## src/rtl/uart_rx_if.sv

```systemverilog
// uart_rx host-side bundle: enable in, received byte and status pulses out.
interface uart_rx_if;
    logic       Rx_EN;
    logic [7:0] Rx_DATA;
    logic       Rx_VALID;
    logic       Rx_PERROR;
    logic       Rx_FERROR;
    logic       Rx_BUSY;

    modport master (
        input  Rx_EN,
        output Rx_DATA,
        output Rx_VALID,
        output Rx_PERROR,
        output Rx_FERROR,
        output Rx_BUSY
    );

    modport slave (
        output Rx_EN,
        input  Rx_DATA,
        input  Rx_VALID,
        input  Rx_PERROR,
        input  Rx_FERROR,
        input  Rx_BUSY
    );
endinterface

```

## src/rtl/uart_rx.sv

```systemverilog
// UART receiver: 16x oversampled 8E1 frames, MSB first,
// result delivered as one-cycle valid/parity/frame pulses.
module uart_rx #(
    parameter int SAMPLES_PER_BIT = 16,
    parameter int SYNC_STAGES     = 2
) (
    input  logic       clk,
    input  logic       reset,
    input  logic       Rx_sample_ENABLE,
    input  logic       RxD,
    uart_rx_if.master  bus
);

    localparam logic [3:0] HALF = 4'(SAMPLES_PER_BIT / 2 - 1);
    localparam logic [3:0] LAST = 4'(SAMPLES_PER_BIT - 1);

    typedef enum logic [2:0] {
        IDLE,
        START,
        DATA,
        PARITY,
        STOP
    } state_t;

    state_t state_q, state_d;

    logic [SYNC_STAGES-1:0] sync_q;
    logic rxd_s;
    logic rxd_d, rxd_d_n;

    logic [3:0] tick_q, tick_d;
    logic [2:0] bit_q, bit_d;
    logic [7:0] sr_q, sr_d;
    logic       par_q, par_d;
    logic [7:0] data_q, data_d;
    logic       valid_q, valid_d;
    logic       perr_q, perr_d;
    logic       ferr_q, ferr_d;

    assign rxd_s = sync_q[SYNC_STAGES-1];

    always_ff @(posedge clk) begin
        if (reset) begin
            sync_q <= '1;
        end else begin
            sync_q <= {sync_q[SYNC_STAGES-2:0], RxD};
        end
    end

    // rxd_d is refreshed only on ticks so an edge between ticks is still seen
    always_ff @(posedge clk) begin
        if (reset) begin
            state_q <= IDLE;
            rxd_d   <= 1'b1;
            tick_q  <= '0;
            bit_q   <= '0;
            sr_q    <= '0;
            par_q   <= 1'b0;
            data_q  <= '0;
            valid_q <= 1'b0;
            perr_q  <= 1'b0;
            ferr_q  <= 1'b0;
        end else begin
            state_q <= state_d;
            rxd_d   <= rxd_d_n;
            tick_q  <= tick_d;
            bit_q   <= bit_d;
            sr_q    <= sr_d;
            par_q   <= par_d;
            data_q  <= data_d;
            valid_q <= valid_d;
            perr_q  <= perr_d;
            ferr_q  <= ferr_d;
        end
    end

    always_comb begin
        state_d = state_q;
        rxd_d_n = rxd_d;
        tick_d  = tick_q;
        bit_d   = bit_q;
        sr_d    = sr_q;
        par_d   = par_q;
        data_d  = data_q;
        valid_d = 1'b0;
        perr_d  = 1'b0;
        ferr_d  = 1'b0;

        if (Rx_sample_ENABLE) begin
            rxd_d_n = rxd_s;
            unique case (state_q)
                IDLE: begin
                    if (rxd_d && !rxd_s) begin
                        tick_d  = '0;
                        state_d = START;
                    end
                end
                START: begin
                    if (tick_q == HALF) begin
                        tick_d = '0;
                        if (!rxd_s) begin
                            bit_d   = '0;
                            state_d = DATA;
                        end else begin
                            state_d = IDLE;
                        end
                    end else begin
                        tick_d = tick_q + 4'd1;
                    end
                end
                DATA: begin
                    if (tick_q == LAST) begin
                        sr_d   = {sr_q[6:0], rxd_s};
                        tick_d = '0;
                        if (bit_q == 3'd7) begin
                            state_d = PARITY;
                        end else begin
                            bit_d = bit_q + 3'd1;
                        end
                    end else begin
                        tick_d = tick_q + 4'd1;
                    end
                end
                PARITY: begin
                    if (tick_q == LAST) begin
                        par_d   = rxd_s;
                        tick_d  = '0;
                        state_d = STOP;
                    end else begin
                        tick_d = tick_q + 4'd1;
                    end
                end
                STOP: begin
                    if (tick_q == LAST) begin
                        data_d  = sr_q;
                        tick_d  = '0;
                        state_d = IDLE;
                        // a bad stop bit masks any parity result
                        if (!rxd_s) begin
                            ferr_d = 1'b1;
                        end else if ((^sr_q) != par_q) begin
                            perr_d = 1'b1;
                        end else begin
                            valid_d = 1'b1;
                        end
                    end else begin
                        tick_d = tick_q + 4'd1;
                    end
                end
                default: state_d = IDLE;
            endcase
        end

        if (!bus.Rx_EN) begin
            state_d = IDLE;
            tick_d  = '0;
            bit_d   = '0;
            data_d  = data_q;
            valid_d = 1'b0;
            perr_d  = 1'b0;
            ferr_d  = 1'b0;
        end
    end

    assign bus.Rx_DATA   = data_q;
    assign bus.Rx_VALID  = valid_q;
    assign bus.Rx_PERROR = perr_q;
    assign bus.Rx_FERROR = ferr_q;
    assign bus.Rx_BUSY   = (state_q != IDLE);

endmodule

```

## src/flat_wrapper.sv

```systemverilog
// flat-port wrapper written by rule: the top's interface ports become plain ports
module uart_rx_flat 
#(
    parameter int SAMPLES_PER_BIT = 16,
    parameter int SYNC_STAGES     = 2
)
  (clk, reset, Rx_sample_ENABLE, RxD, bus_Rx_EN, bus_Rx_DATA, bus_Rx_VALID, bus_Rx_PERROR, bus_Rx_FERROR, bus_Rx_BUSY);
  uart_rx_if bus_i ();
  input  logic clk;
  input  logic reset;
  input  logic Rx_sample_ENABLE;
  input  logic RxD;
  input wire logic [$bits(bus_i.Rx_EN)-1:0] bus_Rx_EN;
  output wire logic [$bits(bus_i.Rx_DATA)-1:0] bus_Rx_DATA;
  output wire logic [$bits(bus_i.Rx_VALID)-1:0] bus_Rx_VALID;
  output wire logic [$bits(bus_i.Rx_PERROR)-1:0] bus_Rx_PERROR;
  output wire logic [$bits(bus_i.Rx_FERROR)-1:0] bus_Rx_FERROR;
  output wire logic [$bits(bus_i.Rx_BUSY)-1:0] bus_Rx_BUSY;
  assign bus_i.Rx_EN = bus_Rx_EN;
  assign bus_Rx_DATA = bus_i.Rx_DATA;
  assign bus_Rx_VALID = bus_i.Rx_VALID;
  assign bus_Rx_PERROR = bus_i.Rx_PERROR;
  assign bus_Rx_FERROR = bus_i.Rx_FERROR;
  assign bus_Rx_BUSY = bus_i.Rx_BUSY;
  uart_rx #(.SAMPLES_PER_BIT(SAMPLES_PER_BIT), .SYNC_STAGES(SYNC_STAGES)) u_core (.clk(clk), .reset(reset), .Rx_sample_ENABLE(Rx_sample_ENABLE), .RxD(RxD), .bus(bus_i));
endmodule
```

## config.mk

```make
export PLATFORM = sky130hd
export DESIGN_NAME = uart_rx_flat
export DESIGN_NICKNAME = d
export VERILOG_FILES = /design/src/rtl/uart_rx_if.sv /design/src/rtl/uart_rx.sv /design/src/flat_wrapper.sv
export SDC_FILE = /design/constraint.sdc
export NUM_CORES = 1
export LEC_CHECK = 0
export CAP_MARGIN = 15
export CORE_MARGIN = 5
export CORE_UTILIZATION = 25
export DETAILED_ROUTE_END_ITERATION = 7
export PLACE_DENSITY_LB_ADDON = 0.12
export SKIP_LAST_GASP = 1
export SYNTH_ARGS = -nofsm -noshare
export SYNTH_HDL_FRONTEND = slang
export SYNTH_SLANG_ARGS = --single-unit
```

## constraint.sdc

```tcl
create_clock -name clk -period 1.95 [get_ports clk]
set_clock_uncertainty 0.1 [all_clocks]
set_input_delay 0.2925 -clock clk [delete_from_list [all_inputs] [get_ports clk]]
set_output_delay 0.2925 -clock clk [all_outputs]
set_load 0.05 [all_outputs]
```

# == Yosys cells after proc, flatten, opt, wreduce, memory -nomap -nowiden ==
# Cells that the tools add are included.
# classes
add_sub_neg,2
n_eq_ne,16
n_mux,20
n_bitwise,5
n_reduce_logical,17
# op_table
cell,n
$mux 3,10
$pmux 3 s5,1
$mux 4,3
$ne 2x1->1 const B,6
$pmux 4 s3,1
$reduce_and 3->1,3
$reduce_xor 8->1,1
$reduce_and 7->1,1
$eq 3x2->1 const B,2
$eq 3x3->1 const B,2
$pmux 3 s2,1
$reduce_and 6->1,1
$reduce_bool 3->1,2
$reduce_or 6->1,1
$not 1->1,5
$reduce_or 5->1,1
$add 4x1->4 const B,1
$eq 4x3->1 const B,1
$eq 4x4->1 const B,1
$ne 2x2->1 const B,2
$reduce_and 4->1,1
$add 3x1->3 const B,1
$eq 3x1->1 const B,1
$logic_not 3->1,1
8 further kinds,10
# totals
ff_bits,33
in_bits,5
out_inout_bits,12
wordCells,71

# == Depth between registers and ports, before layout ==
# Gate-level depths: netlist of run 1.
# depth
ltp_word,4
mapped_depth,6

# == Worst setup path before layout of run 1 ==
# OpenSTA, ideal clock, no wires.
# synth_timing
path_kind,reg-to-reg
startpoint,register u_core.state_q[2]
endpoint,register u_core.state_q[2]
setup_time_ps,70
arrival_time_ps,1607
required_ps,1780
path_slack_ps,173
stages_incl_launch_ff,6
period_less_slack_ps,1777
cell_sequence,dfxtp_1 nor3_1 inv_1 nor2_1 or4_1 a21oi_1
# synth_between
elab_chain_len,3
elab_cells_between_ends,13
cone_classes,10 x eq/ne; 1 x mux; 2 x reduce/logical
# synth_lines
item,line,source
from (decl),uart_rx.sv:25,"state_t state_q, state_d;"
from (signal assigned),uart_rx.sv:64,state_q <= state_d;
"$eq 3x3->1, or another cell as far along",uart_rx.sv:91,unique case (state_q)
$ne 2x1->1 (no source line),--,
$reduce_and 7->1 (no source line),--,
# Parallel ways exist; a longest one is shown, timed or not.
# A chain may end at the register's enable or synchronous reset.

# == Worst setup path after layout of run 1 ==
# layout_timing
startpoint,register u_core.state_q[1]
endpoint,output bus_Rx_BUSY
# layout_between
elab_chain_len,1
# layout_lines
item,line,source
$reduce_bool 3->1,uart_rx.sv:169,assign bus.Rx_BUSY = (state_q != IDLE);
to (decl),flat_wrapper.sv:18,output wire logic [$bits(bus_i.Rx_BUSY)-1:0] bus_Rx_BUSY;
# Every way passes these cells.

==> key figures, run 1 <==
Clock network
  • Worst-path clk slew: 0.07 ns
  • # Post-CTS Setup Buffers: 0
  • CTS sink count: 33
  • Root Buffer Master: sky130_fd_sc_hd__clkbuf_8
  • Number of buffers on the longest clock path: 2
  • Clock latency on the worst-skew pair: 0.28 ns
  • H-tree depth reported by CTS: 2
  • TritonCTS buffer count: 5
  • CTS tree: yes

Routing
  • Average wire length per cell after detail routing: 12.5 um
  • Via count normalized by instance count: 4.70
  • Residual antenna-violating net count after detailed routing: 0
  • Via count: 1,302
  • Detailed-routing iteration count for the pre-antenna-repair pass: 7
  • Initial DRC Count: 91
  • Number of remaining DRC errors: 0
  • Detailed-route wire length: 3470 um

Finish
  • Antenna Cells: 0
  • Nets: 209
  • Area Overhead vs Synth: 30.4%
  • Number of inserted filler cells in the final layout: 623
  • Share of post-route cells with drive strength above 1: 16.3%
  • Design area: 0.00202 mm2
  • Layout Utilization: 33.8%

Floorplanning
  • Standard cell core area: 0.00599 mm2
  • I/O pins: 17
  • Num rows: 28
  • Overall die height: 88.8 um
  • Die width: 88.8 um
  • Starting Density: 25.9%
  • Die ar.: 0.00788 mm2

Synth
  • Compound-cell area share of the yosys netlist: 9.35%
  • Leading cell types by total area after synthesis: sky130_fd_sc_hd__dfxtp_1, sky130_fd_sc_hd__mux2i_1, sky130_fd_sc_hd__nor2_1, sky130_fd_sc_hd__nand2_1, sky130_fd_sc_hd__xnor2_1
  • Multiplexer fraction of the synthesized cell area: 12.9%
  • Share of synthesized registers carrying an async set or reset: 0%
  • Cell accounting for the most synthesized area: sky130_fd_sc_hd__dfxtp_1
  • Sequential element share of the synthesized area: 42.6%
  • Synth warn: 0
  • Most frequently used flop master after synthesis: sky130_fd_sc_hd__dfxtp_1
  • Unique cell type count in the Yosys netlist: 39
  • Xor-xnor portion of the synthesized cell area: 4.84%
  • Synth Area in Adders: 2.42%
  • Count of flip-flops with a built-in enable after synthesis: 0
  • Summed instance area of the synthesized netlist: 0.00155 mm2
  • Syn Inst Count: 169
  • Post-synthesis simple-gate area fraction: 24.8%
  • Flip-flop and latch count after synthesis: 33
  • Most instantiated cells after synthesis: sky130_fd_sc_hd__dfxtp_1, sky130_fd_sc_hd__nor2_1, sky130_fd_sc_hd__mux2i_1, sky130_fd_sc_hd__nand2_1, sky130_fd_sc_hd__nand3_1
  • Post-Synthesis Net Count: 177
  • Largest family of logic cells by synthesized area: simple AND/OR/NAND/NOR gates
  • Avg Synthesized Cell Area: 9.18 um2
  • Most common cell in the synthesized netlist: sky130_fd_sc_hd__dfxtp_1
  • Share of Yosys cell area claimed by the top area cell type: 42.6%

Critical path
  • Maximum fanout encountered on the critical timing path: 13
  • Capturing element type of the critical path: output pin
  • Data arrival time at the worst-slack endpoint: 1.45 ns
  • Critical path data required time: 1.56 ns
  • Crit Path Class: reg2out
  • Register-to-Register Setup Slack: 0.11 ns
  • Startpoint Class: flop

Pwr
  • Pwr/cell area: 654 mW/mm2
  • Maximum vdd drop: 0.000257 V
  • Leakage power summed over all cells: 0.827 nW

Global routing
  • First-pass GRT wire length: 5950 um
  • Tot GR Track Use: 9.73%
  • Via count of the first global-routing pass: 1,253
  • Pin count of the biggest net entering global routing: 21
  • GRT overflow: 0
  • Antenna violations before repair: 0

STA
  • Timing-limited maximum frequency: 543 MHz
  • Transition time at the pin with the least slew margin: 0.501 ns
  • Ratio of final minimum period to clock period: 94.5%
  • Time the worst path needs with I/O delays and setup: 1.84 ns
  • Setup violation total in the final timing report: 0
  • Max-slew headroom: 66.5%
  • Total Neg Setup Slack: 0 ns
  • Final number of max-transition violations: 0
  • Count of final hold-check violations: 0

Status
  • Outcome: finished, final reports clean

Flow run
  • Maximum Capacitance Violations: 0

Placed design
  • DP Wirelength: 2550 um
  • DP Area: 0.00191 mm2
  • Global placement routability congestion: 0.827
  • Number of buffer cells added on primary ports: 16

Worst hold path
  • Worst min-delay path class: reg2reg
what timing repair did:
action	CTS	global route
hold buffers	0	0
endpoints found under the setup margin	1	4
gates resized for setup	1	3
power by group:
part	total [mW]	switching, mW	internal, mW
logic	0.0752	0.0399	0.0352
clock network	0.566	0.247	0.319
registers	0.683	0.00482	0.678
per-stage QoR:
step / worst slack, ns / instances / hold slack (ns) / power [mW]
after global routing: -0.0194 / 277 / 0.334 / 1.39
after CTS: 0.0445 / 277 / 0.314 / 1.35
after floorplan: 0.173 / 169 / 0.289 / 0.735
final: 0.107 / 277 / 0.311 / 1.32
after detailed placement: 0.0348 / 269 / 0.296 / 0.772
after global placement: 0.0669 / 269 / 0.295 / 0.772
sequential cells by signal, summed over array words and instances (netlist names):
name / cells
u_core.sr_q: 8
u_core.bus.Rx_VALID: 1
u_core.bus.Rx_PERROR: 1
u_core.tick_q: 4
u_core.bus.Rx_DATA: 8
u_core.par_q: 1
u_core.rxd_d: 1
u_core.state_q: 3
u_core.sync_q: 2
u_core.bit_q: 3
u_core.bus.Rx_FERROR: 1
cells by family after synthesis:
family / after synthesis
AOI/OAI and AO/OA: 23
xor gates and xnor gates: 7
adders and majority gates: 3
buffers and inverters: 10
DFF: 33
muxes: 20
and+or+nand+nor: 73
area by class of cell:
| type | instances | area (um2) | share of cell area, % |
|---|---|---|---|
| clock inverter | 1 | 5.00 | 0.247 |
| multi-input combinational | 126 | 856 | 42.3 |
| inverter | 4 | 15.0 | 0.742 |
| tap | 75 | 93.8 | 4.64 |
| sequential | 33 | 662 | 32.7 |
| timing repair buffer | 31 | 295 | 14.6 |
| clock buffer | 7 | 96.3 | 4.76 |
worst max-delay path, cell delays in order (launching register included):
cell,delay (ns)
sky130_fd_sc_hd__dfxtp_1,0.44
sky130_fd_sc_hd__nor3_2,0.30
sky130_fd_sc_hd__inv_1,0.12
sky130_fd_sc_hd__buf_4,0.17
sky130_fd_sc_hd__buf_12,0.14
layer usage:
| metal | GRT usage (%) | up-vias | part of all wire (%) |
|---|---|---|---|
| met5 | 0 | - | 0 |
| met4 | 3.30 | 0 | 0.75 |
| met3 | 3.63 | 4 | 5.2 |
| met2 | 13.8 | 27 | 43 |
| met1 | 13.5 | 600 | 51 |
| li1 | - | 671 | - |
placed cells by master (no fill, tap or decap), types with 2 or more instances in the layout:
cell type	n
sky130_fd_sc_hd__dfxtp_1	32
sky130_fd_sc_hd__nor2_1	22
sky130_fd_sc_hd__mux2i_1	20
sky130_fd_sc_hd__clkdlybuf4s50_1	15
sky130_fd_sc_hd__nand2_1	14
sky130_fd_sc_hd__buf_4	14
sky130_fd_sc_hd__nand3_1	8
sky130_fd_sc_hd__clkbuf_8	7
sky130_fd_sc_hd__a21oi_1	6
sky130_fd_sc_hd__nor2b_1	5
sky130_fd_sc_hd__o21ai_0	5
sky130_fd_sc_hd__xnor2_1	5
sky130_fd_sc_hd__inv_1	4
sky130_fd_sc_hd__nand4_1	4
sky130_fd_sc_hd__nor3b_1	3
sky130_fd_sc_hd__a31oi_1	3
sky130_fd_sc_hd__or3_1	2
sky130_fd_sc_hd__o211ai_1	2
sky130_fd_sc_hd__or2_2	2
sky130_fd_sc_hd__nor3_1	2
sky130_fd_sc_hd__or4_1	2
sky130_fd_sc_hd__ha_1	2
sky130_fd_sc_hd__buf_12	2
path summary, 6_finish.rpt:
check | depth (start not counted) | end | from
hold reg to reg | 1 | u_core.sync_q[1] | u_core.sync_q[0]
hold / removal | 1 | u_core.sync_q[1] | u_core.sync_q[0]
setup reg to reg | 6 | u_core.state_q[2] | u_core.bit_q[0]
setup / recovery | 4 | bus_Rx_BUSY | u_core.state_q[1]
Power figures use the tool's default switching activity.
==> run 2: changes to the inputs <==
--- a/config.mk
+++ b/config.mk
@@ -6,11 +6,13 @@
 export NUM_CORES = 1
 export LEC_CHECK = 0
 export CAP_MARGIN = 15
+export CORE_ASPECT_RATIO = 1.2
 export CORE_MARGIN = 5
-export CORE_UTILIZATION = 25
+export CORE_UTILIZATION = 50
 export DETAILED_ROUTE_END_ITERATION = 7
 export PLACE_DENSITY_LB_ADDON = 0.12
 export SKIP_LAST_GASP = 1
+export SLEW_MARGIN = 20
 export SYNTH_ARGS = -nofsm -noshare
 export SYNTH_HDL_FRONTEND = slang
 export SYNTH_SLANG_ARGS = --single-unit
==> run 2 against run 1 <==
Net effect:
- core utilization is 31 points higher
- first-iteration DRC count decreased by 43%
- wire length down 2.9%
- cell count is 14% lower
- combinational power fell by 4.5%
- flip-flop and latch count did not move
- power is 2.3% lower
- via count up 1.5%
- setup slack lost 0.041 ns
- sequential share of layout area grew 1.1 points
==> key figures, run 2 (synthesis gave the netlist of run 1 again) <==
Pwr
  • Pwr/cell area: 659 mW/mm2 (+0.74%)
  • Maximum vdd drop: 0.000644 V (+150%)
  • Part of the power in the clock network: 41.7% (-1.1 points)
  • Comb pwr share: 5.6% (about the same)
  • Final Power: 1.29 mW (-2.3%)
  • Proportion of total power due to net switching: 21.5% (-0.55 points)
  • Internal power of the cells: 1.02 mW (-1.6%)
  • Leakage power summed over all cells: 0.826 nW (about the same)
  • Register share of total power: 52.8% (+1.2 points)
  • Switch Pwr: 0.278 mW (-4.8%)

Critical path
  • Worst R2R Start: u_core.tick_q[0]
  • Gate family responsible for the most delay along the worst path: buffers and inverters
  • Capturing element type of the critical path: output pin
  • Maximum fanout encountered on the critical timing path: 2 (-11)
  • Crit Path Class: reg2out
  • Register-to-Register Setup Slack: 0.10 ns (about the same)
  • Startpoint Class: flop
  • Slowest stage cell on the critical path: sky130_fd_sc_hd__clkdlybuf4s50_1
  • Critical path data required time: 1.56 ns (about the same)
  • R2r worst-path depth: 5 (-1)
  • Data arrival time at the worst-slack endpoint: 1.49 ns (+0.04 ns)
  • Reg-to-reg critical path endpoint: u_core.state_q[2]
  • CP cell instances: clkdlybuf4s50_1
  • Buffers & Inverters on Critical Path: 1 (-2)
  • Delay contributed by the slowest stage of the critical path: 0.81 ns (+0.37 ns)

Global routing
  • Via count of the first global-routing pass: 1,321 (+5.4%)
  • Antenna violations before repair: 0 (unchanged)
  • GRT overflow: 0 (unchanged)
  • Pin count of the biggest net entering global routing: 20 (-4.8%)
  • First-pass GRT wire length: 5830 um (-2.0%)
  • Tot GR Track Use: 17.4% (+7.6 points)

STA
  • Slack of the critical path: 0.0661 ns (-0.0411 ns)
  • Time the worst path needs with I/O delays and setup: 1.88 ns (+0.0411 ns)
  • Total Neg Setup Slack: 0 ns (unchanged)
  • Max-slew headroom: 66.4% (-0.077 points)
  • Ratio of final minimum period to clock period: 96.6% (+2.1 points)
  • Timing-limited maximum frequency: 531 MHz (-2.2%)
  • Final number of max-transition violations: 0 (unchanged)
  • Setup violation total in the final timing report: 0 (unchanged)
  • Transition time at the pin with the least slew margin: 0.502 ns (+0.00116 ns)
  • RSZ-0062 raised after global routing: true
  • Count of final hold-check violations: 0 (unchanged)

Floorplanning
  • Overall die height: 71.0 um (-20%)
  • Standard cell core area: 0.00303 mm2 (-49%)
  • I/O pins: 17 (unchanged)
  • Num rows: 22 (-21%)
  • Die width: 60.9 um (-31%)
  • Die ar.: 0.00432 mm2 (-45%)
  • Starting Density: 51.2% (+25 points)

Placed design
  • DP Wirelength: 2530 um (-0.79%)
  • Global placement routability congestion: 0.856 (+3.5%)
  • Pre-CTS setup slack: 0.0256 ns (-0.00919 ns)
  • Number of buffer cells added on primary ports: 16 (unchanged)
  • Placed Cells: 229 (-15%)

Worst hold path
  • Critical hold path startpoint: u_core.sync_q[0]
  • Worst min-delay path endpoint: u_core.sync_q[1]
  • Worst min-delay path class: reg2reg
  • Worst hold path cell count: 1 (unchanged)

Clock network
  • TritonCTS buffer count: 5 (unchanged)
  • Number of buffers on the longest clock path: 2 (unchanged)
  • CTS sink count: 33 (unchanged)
  • Root Buffer Master: sky130_fd_sc_hd__clkbuf_4
  • H-tree depth reported by CTS: 2 (unchanged)
  • Clock latency on the worst-skew pair: 0.32 ns (+0.04 ns)
  • CTS tree: yes
  • Worst-path clk slew: 0.11 ns (+0.04 ns)
  • Number of buffers inserted for hold repair after clock tree synthesis: 0 (unchanged)

Finish
  • Leading cell type in the layout, fill and taps excluded: sky130_fd_sc_hd__dfxtp_1
  • Area Overhead vs Synth: 26.5%
  • Commonest cells after routing, fill and taps aside: sky130_fd_sc_hd__dfxtp_1, sky130_fd_sc_hd__nor2_1, sky130_fd_sc_hd__mux2i_1
  • Final Non-Filler Cells: 237 (-14%)
  • Nets: 208 (-0.48%)
  • Antenna Cells: 0 (unchanged)
  • Share of post-route cells with drive strength above 1: 15.9% (-0.42 points)

Routing
  • Routed wire length on met2: 1860 um (+24%)
  • Residual antenna-violating net count after detailed routing: 0 (unchanged)
  • Average wire length per cell after detail routing: 14.2 um (+13%)
  • Via count normalized by instance count: 5.58 (+19%)
  • Number of remaining DRC errors: 0 (unchanged)
  • Met3 wire length: 120 um (-34%)
  • Detailed-routing iteration count for the pre-antenna-repair pass: 4 (-3)
  • Top routing layer in use: met4
  • Via count: 1,322 (+1.5%)
  • Initial DRC Count: 52 (-43%)
  • Detailed-route wire length: 3370 um (-2.9%)
  • Met1 Routed Length: 1340 um (-24%)

Status
  • Outcome: finished, final reports clean

Flow run
  • Maximum Capacitance Violations: 0 (unchanged)
## run 2: worst max path at each step
| stage | cells past startpoint | slack [ns] | end | startpoint |
|---|---|---|---|---|
| after global placement | 5 | 0.08 | u_core.state_q[2] | Rx_sample_ENABLE |
| after global routing | 5 | -0.00009 | u_core.state_q[2] | u_core.tick_q[0] |
| after detailed placement | 5 | 0.03 | u_core.state_q[2] | Rx_sample_ENABLE |
| final | 1 | 0.07 | bus_Rx_DATA[4] | u_core.bus.Rx_DATA[4] |
| after floorplan | 5 | 0.17 | u_core.state_q[2] | u_core.state_q[2] |
| after CTS | 5 | 0.005 | u_core.state_q[2] | u_core.tick_q[0] |
## run 2: cell type report
| type | count | area, um2 |
|---|---|---|
| well taps | 36 | 45.0 |
| clock buffers | 6 | 51.3 |
| repair buffers | 30 | 290 |
| inverters | 4 | 15.0 |
| clock inverters | 2 | 37.5 |
| flip-flops and latches | 33 | 663 |
| fillers | 267 | 1070 |
| multi-input cells | 126 | 860 |
## run 2: routing by layer
| layer | up-vias | global-route usage [%] |
|---|---|---|
| li1 | 667 | - |
| met1 | 619 | 19.6 |
| met2 | 32 | 30.9 |
| met3 | 4 | 4.01 |
| met4 | 0 | 6.02 |
| met5 | - | 0 |
## run 2: repair_timing
| action | CTS | global route |
|---|---|---|
| hold endpoints to repair | 0 | 0 |
| setup buffers | 0 | 0 |
| gates cloned | 0 | 0 |
| resized for setup | 1 | 5 |
| endpoints found under the setup margin | 1 | 6 |
## run 2: power by group through the flow
stage / sequential [mW] / clock [mW] / combinational (mW)
global placement: 0.697 / 0 / 0.0703
CTS: 0.682 / 0.557 / 0.0713
finish: 0.683 / 0.539 / 0.0718
floorplan: 0.696 / 0 / 0.0397
detailed placement: 0.698 / 0 / 0.0711
global route: 0.683 / 0.585 / 0.0790
## run 2: per-stage QoR
step | area (um2) | utilization (%) | hold slack [ns]
after floorplan | 1550 | - | 0.289
final | 1960 | 64.8 | 0.321
after global placement | 1850 | 61.1 | 0.296
after CTS | 1940 | 64.1 | 0.322
after detailed placement | 1850 | 61.1 | 0.296
after global routing | 1960 | 64.8 | 0.335
==> run 3: changes to the inputs <==
--- a/config.mk
+++ b/config.mk
@@ -16,3 +16,4 @@
 export SYNTH_ARGS = -nofsm -noshare
 export SYNTH_HDL_FRONTEND = slang
 export SYNTH_SLANG_ARGS = --single-unit
+export TNS_END_PERCENT = 1
==> constraint.sdc (replaced) <==
create_clock -name clk -period 2.31 [get_ports clk]
set_clock_uncertainty 0.1 [all_clocks]
set_input_delay 0.3465 -clock clk [delete_from_list [all_inputs] [get_ports clk]]
set_output_delay 0.3465 -clock clk [all_outputs]
set_load 0.05 [all_outputs]
==> run 3 against run 2 <==
Net effect:
- wire length fell by 6.3%
- worst hold slack got worse by 0.0029 ns
- critical path type unchanged
- clock power fell by 43%
- clock-buffer cell count did not move
- global-route usage fell by 1.3 points
- sequential power fell by 16%
- sequential share of layout area rose by 2.7 points
- first-iteration DRC count rose by 56%
==> key figures, run 3 (synthesis gave the netlist of run 1 again) <==
STA
  • Ratio of final minimum period to clock period: 91.6%
  • RSZ-0062 raised after global routing: false
  • Setup violation total in the final timing report: 0 (unchanged)
  • Max-slew headroom: 66.5% (about the same)
  • Timing-limited maximum frequency: 472 MHz
  • Transition time at the pin with the least slew margin: 0.502 ns (-0.000388 ns)
  • Total Neg Setup Slack: 0 ns (unchanged)
  • Time the worst path needs with I/O delays and setup: 2.12 ns
  • Count of final hold-check violations: 0 (unchanged)
  • Final number of max-transition violations: 0 (unchanged)

Pwr
  • Final Power: 0.933 mW (-28%)
  • Pwr/cell area: 516 mW/mm2 (-22%)
  • Switch Pwr: 0.225 mW (-19%)
  • Part of the power in the clock network: 32.7% (-9.0 points)
  • Leakage power summed over all cells: 0.749 nW (-9.3%)
  • Comb pwr share: 5.5% (about the same)
  • Internal power of the cells: 0.709 mW (-30%)
  • Proportion of total power due to net switching: 24.1% (+2.6 points)
  • Maximum vdd drop: 0.000398 V (-38%)
  • Register share of total power: 61.8% (+9.0 points)

Critical path
  • Buffers & Inverters on Critical Path: 2 (+1)
  • Delay contributed by the slowest stage of the critical path: 0.47 ns (-0.34 ns)
  • Crit Path Class: reg2out
  • Timing startpoint of the critical path: u_core.state_q[2]
  • Worst R2R Start: u_core.tick_q[0]
  • Data arrival time at the worst-slack endpoint: 1.67 ns (+0.18 ns)
  • Register-to-Register Setup Slack: 0.38 ns (+0.28 ns)
  • CP cell instances: nor3_1 -> inv_1 -> buf_4
  • Stages on the worst setup path: 3 (+2)
  • Capturing element type of the critical path: output pin
  • R2r worst-path depth: 5 (unchanged)
  • Slowest stage cell on the critical path: sky130_fd_sc_hd__dfxtp_1
  • Startpoint Class: flop
  • Critical path data required time: 1.86 ns (+0.30 ns)
  • Maximum fanout encountered on the critical timing path: 15 (+13)
  • Gate family responsible for the most delay along the worst path: flip-flops

Floorplanning
  • Die ar.: 0.00432 mm2 (unchanged)
  • Die width: 60.9 um (unchanged)
  • Num rows: 22 (unchanged)
  • Overall die height: 71.0 um (unchanged)
  • Standard cell core area: 0.00303 mm2 (unchanged)
  • I/O pins: 17 (unchanged)
  • Starting Density: 51.2% (unchanged)

Finish
  • Leading cell type in the layout, fill and taps excluded: sky130_fd_sc_hd__dfxtp_1
  • Area of all sequential standard cells: 661 um2 (-0.38%)
  • Final Non-Filler Cells: 228 (-3.8%)
  • Nets: 199 (-4.3%)
  • Share of post-route cells with drive strength above 1: 9.38% (-6.5 points)
  • Commonest cells after routing, fill and taps aside: sky130_fd_sc_hd__dfxtp_1, sky130_fd_sc_hd__nor2_1, sky130_fd_sc_hd__mux2i_1
  • Antenna Cells: 0 (unchanged)
  • Number of inserted filler cells in the final layout: 274 (+2.6%)
  • Area Overhead vs Synth: 16.6%
  • Footprint of the multi-input gates: 842 um2 (-2.0%)

Placed design
  • DP Wirelength: 2320 um (-8.0%)
  • Global placement routability congestion: 0.811 (-5.3%)
  • Number of buffer cells added on primary ports: 16 (unchanged)
  • Placed Cells: 220 (-3.9%)

Routing
  • Detailed-route wire length: 3160 um (-6.3%)
  • Residual antenna-violating net count after detailed routing: 0 (unchanged)
  • Detailed-routing iteration count for the pre-antenna-repair pass: 4 (unchanged)
  • Via count normalized by instance count: 5.63 (+0.96%)
  • Number of remaining DRC errors: 0 (unchanged)
  • Initial DRC Count: 81 (+56%)
  • Average wire length per cell after detail routing: 13.9 um (-2.6%)
  • Via count: 1,284 (-2.9%)

Status
  • Outcome: finished, final reports clean

Worst hold path
  • Critical hold path startpoint: u_core.sync_q[0]
  • Worst min-delay path class: reg2reg
  • Worst hold path cell count: 1 (unchanged)

Global routing
  • Pin count of the biggest net entering global routing: 20 (unchanged)
  • GRT overflow: 0 (unchanged)
  • Via count of the first global-routing pass: 1,242 (-6.0%)
  • First-pass GRT wire length: 5290 um (-9.3%)
  • Tot GR Track Use: 16.1% (-1.3 points)
  • Antenna violations before repair: 0 (unchanged)

Clock network
  • Root Buffer Master: sky130_fd_sc_hd__clkbuf_4
  • Post-CTS Resized: 0 (-1)
  • Number of buffers inserted for hold repair after clock tree synthesis: 0 (unchanged)
  • CTS sink count: 33 (unchanged)
  • Worst-path clk slew: 0.10 ns (about the same)
  • Number of buffers on the longest clock path: 2 (unchanged)
  • # Post-CTS Setup Buffers: 0 (unchanged)
  • CTS tree: yes
  • H-tree depth reported by CTS: 2 (unchanged)
  • Clock latency on the worst-skew pair: 0.33 ns (about the same)
  • TritonCTS buffer count: 5 (unchanged)

Flow run
  • Maximum Capacitance Violations: 0 (unchanged)
## run 3: cell count changes in the layout (fill, tap and decap cells not counted), sizes merged
cell / previous run / this run
dlymetal6s2s: 1 / 0
bufinv: 1 / 0
clkinv: 0 / 2
clkdlybuf4s50: 14 / 15
buf: 15 / 6
clkinvlp: 1 / 0
## run 3: final cells by class
| type | count | share of cell area (%) |
|---|---|---|
| multi-input cells | 126 | 46.5 |
| flip-flops and latches | 33 | 36.5 |
| repair buffers | 21 | 10.8 |
| well taps | 36 | 2.49 |
| clock buffers | 6 | 2.28 |
| inverters | 4 | 0.830 |
| clock inverters | 2 | 0.553 |
## run 3: worst paths after layout
check | to
min reg2reg | u_core.sync_q[1]
min | u_core.sync_q[1]
max reg2reg | u_core.state_q[2]
max | bus_Rx_BUSY
## run 3: power groups by stage
stage	sequential, mW	clock, mW	combinational, mW
finish	0.577	0.306	0.0512
global route	0.578	0.350	0.0565
CTS	0.577	0.318	0.0512
detailed placement	0.590	0	0.0510
global placement	0.590	0	0.0499
floorplan	0.587	0	0.0335
## run 3: stage by stage
step                utilization [%]  hold WS, ns  setup WS [ns]  cell area (um2)
finish                         59.8        0.318          0.194             1810
global route                   59.8        0.353         0.0893             1810
CTS                            59.8        0.319          0.226             1810
detailed placement             58.1        0.295          0.320             1760
global placement               58.1        0.295          0.335             1760
floorplan                         -        0.289          0.533             1550
## run 3: layer usage
metal	up-vias	global-route usage, %	part of all wire [%]
li1	648	-	-
met1	609	18.2	41
met2	23	27.1	53
met3	4	5.11	4.1
met4	0	6.75	1.2
met5	-	0	0
